## src/rtl/bsr_pipe.sv

```systemverilog
// ---------------------------------------------------------------------------
// bsr_pipe : pipelined barrel rotate-right
//
// Rotates an N-bit word right by a W-bit amount (W = $clog2(N)), applying
// one power-of-two rotation per registered stage. Stage k rotates by 2^k
// when bit k of the carried amount is set. A valid/ready handshake runs on
// both ends, and stalled stages are skipped by bubble-collapsing advance
// enables. Throughput is one word per cycle, and latency is W cycles.
// This block is the right-rotating counterpart of the combinational
// rotate-left stage block.
//
// Ports:
//   iClk    - clock, all state changes on the rising edge
//   iRst_n  - asynchronous active-low reset, clears every stage
//   iValid  - iA/iAmt carry a word to accept
//   oReady  - block accepts a word this cycle (combinational from iReady)
//   iA      - word to rotate
//   iAmt    - rotate-right amount, 0..N-1
//   oValid  - oY holds a result
//   iReady  - downstream accepts oY this cycle
//   oY      - iA rotated right by iAmt (driven from the last stage)
// ---------------------------------------------------------------------------
module bsr_pipe #(
    parameter int N = 8,
    parameter int W = $clog2(N)
) (
    input  logic         iClk,
    input  logic         iRst_n,
    input  logic         iValid,
    output logic         oReady,
    input  logic [N-1:0] iA,
    input  logic [W-1:0] iAmt,
    output logic         oValid,
    input  logic         iReady,
    output logic [N-1:0] oY
);

    // Per-stage state: valid flag, partially rotated data, full amount.
    logic [W-1:0] v;
    logic [N-1:0] d [W];
    logic [W-1:0] a [W];

    // Advance enable per stage.
    logic [W-1:0] en;

    // Mod-N rotate right by sh. Bits leaving bit 0 re-enter at bit N-1.
    // sh is always below N here, and a shift by N yields zero, which keeps
    // sh = 0 a pass-through.
    function automatic logic [N-1:0] rotr(input logic [N-1:0] x, input int unsigned sh);
        return (x >> sh) | (x << (N - sh));
    endfunction

    // Bubble-collapsing advance. A stage may load when any stage from
    // itself to the output is empty, or when the consumer is taking the
    // output word. This is the unrolled form of
    // en[k] = ~v[k] | en[k+1] with en[W-1] = ~v[W-1] | iReady.
    // It is written without en feeding back into itself, so the ready
    // chain depends only on iReady and the valid bits.
    always_comb begin
        logic acc;
        acc = 1'b0;
        en  = '0;
        for (int k = 0; k < W; k++) begin
            acc = iReady;
            for (int j = k; j < W; j++) begin
                acc = acc | ~v[j];
            end
            en[k] = acc;
        end
    end

    // The input side is ready exactly when the first stage can advance.
    assign oReady = en[0];

    // Pipeline registers.
    // Stage 0 captures the input word, pre-rotated by 1 when iAmt[0] is
    // set. Stage k then applies the 2^k step selected by bit k of the
    // amount carried alongside the data. A stage whose enable is low
    // holds everything, so a full pipe with iReady low freezes. An
    // enabled stage whose predecessor is empty loads a bubble. Stage 0
    // loads iValid when enabled, because oReady equals en[0], so a word
    // is only captured on a real handshake.
    always_ff @(posedge iClk or negedge iRst_n) begin
        if (!iRst_n) begin
            v <= '0;
            for (int k = 0; k < W; k++) begin
                d[k] <= '0;
                a[k] <= '0;
            end
        end else begin
            if (en[0]) begin
                v[0] <= iValid;
                d[0] <= iAmt[0] ? rotr(iA, 1) : iA;
                a[0] <= iAmt;
            end
            for (int k = 1; k < W; k++) begin
                if (en[k]) begin
                    v[k] <= v[k-1];
                    d[k] <= a[k-1][k] ? rotr(d[k-1], 1 << k) : d[k-1];
                    a[k] <= a[k-1];
                end
            end
        end
    end

    // Outputs come straight from the last stage register, so there is no
    // combinational path from iA to oY.
    assign oY     = d[W-1];
    assign oValid = v[W-1];

endmodule

```

## config.mk

```make
export PLATFORM = sky130hd
export DESIGN_NAME = bsr_pipe
export DESIGN_NICKNAME = d
export VERILOG_FILES = /design/src/rtl/bsr_pipe.sv
export SDC_FILE = /design/constraint.sdc
export NUM_CORES = 1
export LEC_CHECK = 0
export CAP_MARGIN = 20
export CORE_MARGIN = 2
export CORE_UTILIZATION = 55
export CTS_CLUSTER_SIZE = 40
export DETAILED_ROUTE_END_ITERATION = 6
export PLACE_DENSITY = 0.82
export SETUP_SLACK_MARGIN = 0.4
export SLEW_MARGIN = 20
export SYNTH_ARGS = -nofsm -noshare
export SYNTH_HDL_FRONTEND = slang
export SYNTH_SLANG_ARGS = --single-unit
```

## constraint.sdc

```tcl
create_clock -name iClk -period 1.9 [get_ports iClk]
set_input_delay 0.38 -clock iClk [delete_from_list [all_inputs] [get_ports iClk]]
set_output_delay 0.38 -clock iClk [all_outputs]
set_load 0.005 [all_outputs]
```

==> results.py <==
metrics = {
    "routing": {
        "dr_wl_met2_um": 1230,
        "wl_met1_um": 982,
        "antenna_left": 0,
        "dr.pass1.iters": 3,
        "routed_wl_um": 2340,
        "drt-initial-drc-count": 24,
        "num_vias": 846,
        "wl_per_cell_um": 14.8,
        "wl_met3_um": 85,
        "routed_via_density": 5.35,
        "top_layer_used": "met4",
        "drcViolationCount": 0,
    },
    "sta": {
        "setup_viol": 0,
        "fin_hold_ws_ns": 0.443,
        "max_freq_ghz": 0.673,
        "slew_violations": 0,
        "tightest_slew_ns": 0.374,
        "fin_worst_skew_ns": 0.00629,
        "min_period_ns": 1.49,
        "hold_viol": 0,
        "fin_ws_ns": 0.413,
        "relSlewSlack": 0.750,
        "fin_crit_sh": 0.782,
        "grt_setup_unrepaired": "yes",
    },
    "layout": {
        "nets": 141,
        "finalNonFillerCells": 158,
        "area_growth_pct": 17.1,
        "drive_gt1_frac": 0.543,
        "final_util": 0.666,
        "n_antenna_cell": 0,
    },
    "worst_setup_path": {
        "reg2reg_to": "oY[4]$_DFFE_PN0P_",
        "reg2regPathDepth": 5,
        "critPathKind": "primary input to flop",
        "crit_path_end_kind": "flop",
        "reg2reg_slack_ns": 0.54,
        "critPathLaunch": "iAmt[0]",
        "crit_end": "d[21]$_DFFE_PN0P_",
        "cp.required_ns": 2.10,
        "worst_setup_path_start_kind": "primary input",
        "r2r_start": "v[2]$_DFFE_PN0P_",
        "crit_fanout": 8,
        "cp_data_arrival_time_ns": 1.69,
    },
    "clock_tree": {
        "clk_latency_ns": 0.31,
        "clk_path_buf_depth": 2,
        "htree_levels": 2,
        "cts_made_buffers": 5,
        "clkSinkCount": 30,
        "cts-root-buf": "clkbuf_4",
        "cts_tree": "yes",
        "holdBufCountCts": 0,
        "cts.clk_slew.worst_paths_ns": 0.09,
    },
    "yosys": {
        "synth_cell_types": 10,
        "synth-seq-area-share": 0.487,
        "netlist_area_mm2": 0.00154,
        "synthCells": 101,
        "syn_avg_cell_area_um2": 15.2,
        "yosysWarnings": 0,
        "syn-num-nets": 116,
        "ys_ff_latch": 30,
    },
    "power_and_ir_drop": {
        "p_comb_frac": 0.271,
        "clock_power_share": 0.220,
        "p_sw_uw": 433,
        "swShare": 0.252,
        "leakage_uw": 0.000803,
        "power_density_mw_per_mm2": 952,
        "internal_power_uw": 1290,
        "share_seq_of_total_power": 0.509,
        "vdd_drop_max_v": 0.000803,
    },
    "die": {
        "dieArea_mm2": 0.00324,
        "die_w_um": 56.9,
        "die_h_um": 56.9,
        "rows": 19,
        "initial_core_util": 0.568,
        "ios": 25,
        "core_area_mm2": 0.00271,
    },
    "placement": {
        "dp_hpwl_um": 1750,
        "gp_congestion": 0.681,
        "port_buffers": 24,
        "pre_cts_slack_ns": -0.0246,
        "dpl.cell_count": 146,
    },
    "global_route": {
        "grt_pass1_vias": 943,
        "grt_start_max_net_pins": 31,
        "grt_pass1_wl_um": 4120,
        "antenna_found_initial": 0,
        "grt_remaining_overflow": 0,
        "grt_usage": 0.169,
    },
    "run": {
        "cap_violations": 0,
    },
    "run_status": {
        "status": "completed",
    },
    "hold_path": {
        "min_path_type": "primary input to asynchronous set/reset pin",
    },
}
-- worst min path at each step --
| stage | slack (ns) | end | depth (start not counted) |
|---|---|---|---|
| 2_1_floorplan | 0.08 | a[5]$_DFFE_PN0P_ | 0 |
| 3_3_place_gp | 0.49 | oY[4]$_DFFE_PN0P_ | 1 |
| 3_5_place_dp | 0.49 | oY[1]$_DFFE_PN0P_ | 1 |
| 4_1_cts | 0.43 | d[9]$_DFFE_PN0P_ | 2 |
| 5_1_grt | 0.44 | a[8]$_DFFE_PN0P_ | 2 |
| 6_report | 0.44 | d[9]$_DFFE_PN0P_ | 2 |
-- placed cells by master (no fill, tap or decap) --
master,netlist,routed
nand4b_4,1,1
buf_4,8,8
mux2_2,40,40
nand3b_1,1,1
mux2_4,10,10
buf_6,5,1
clkinv_2,0,1
clkbuf_8,0,1
clkbuf_4,0,5
clkbuf_1,0,1
dfrtp_1,30,29
dlygate4sd2_1,0,9
nand2b_1,4,4
mux2_1,1,1
clkbuf_2,0,1
clkdlybuf4s50_1,0,13
dfrtp_2,0,1
-- metal layers --
metal,vias up,global-route usage
met4,0,0.0797
met5,-,0
met3,5,0.0576
met2,14,0.279
li1,400,-
met1,427,0.196
-- area by class of cell --
type,count,area (um^2)
Multi-Input combinational cell,57,668
Tap cell,31,38.8
Fill cell,201,906
Timing Repair Buffer,32,285
Sequential cell,30,752
Clock buffer,7,55.1
Clock inverter,1,5.00
-- cells in the mapped netlist, drive strengths merged --
master / n / area share
nand4b: 1 / 0.015
nand2b: 4 / 0.016
nand3b: 1 / 0.0049
mux2: 51 / 0.40
buf: 14 / 0.079
dfrtp: 30 / 0.49
-- worst max-delay path, stage by stage --
cell	delay (ns)
clkdlybuf4s50_1	0.66
mux2_2	0.39
mux2_4	0.26
-- kinds of logic after synthesis --
family / after synthesis / synth area share
mux: 51 / 0.397
flops: 30 / 0.487
buf+inv: 14 / 0.0788
simple gates: 6 / 0.0366
-- what timing repair did --
item / CTS / global route
setup buffers: 3 / 1
setup endpoints to repair: 10 / 1
resized for setup: 13 / 4
-- flip-flops by register name, indices dropped and copies added, names as in the netlist --
name	cells
a	3
d	16
oY	8
v	3
-- per-stage QoR --
step / total power, uW / TNS (ns) / cell area, um^2
detailed placement: 1400 / -0.0246 / 1730
finish: 1720 / 0 / 1800
floorplan: 1270 / 0 / 1540
CTS: 1750 / 0 / 1800
global placement: 1380 / 0 / 1730
global route: 1830 / 0 / 1800
-- power by group through the flow --
stage / Clock, uW / Combinational (uW) / Sequential (uW)
final: 378 / 466 / 874
after detailed placement: 0 / 510 / 895
after CTS: 399 / 471 / 878
after floorplan: 0 / 414 / 852
after global placement: 0 / 498 / 885
after global routing: 432 / 502 / 900
No activity file was read; power rests on OpenSTA's default activity.
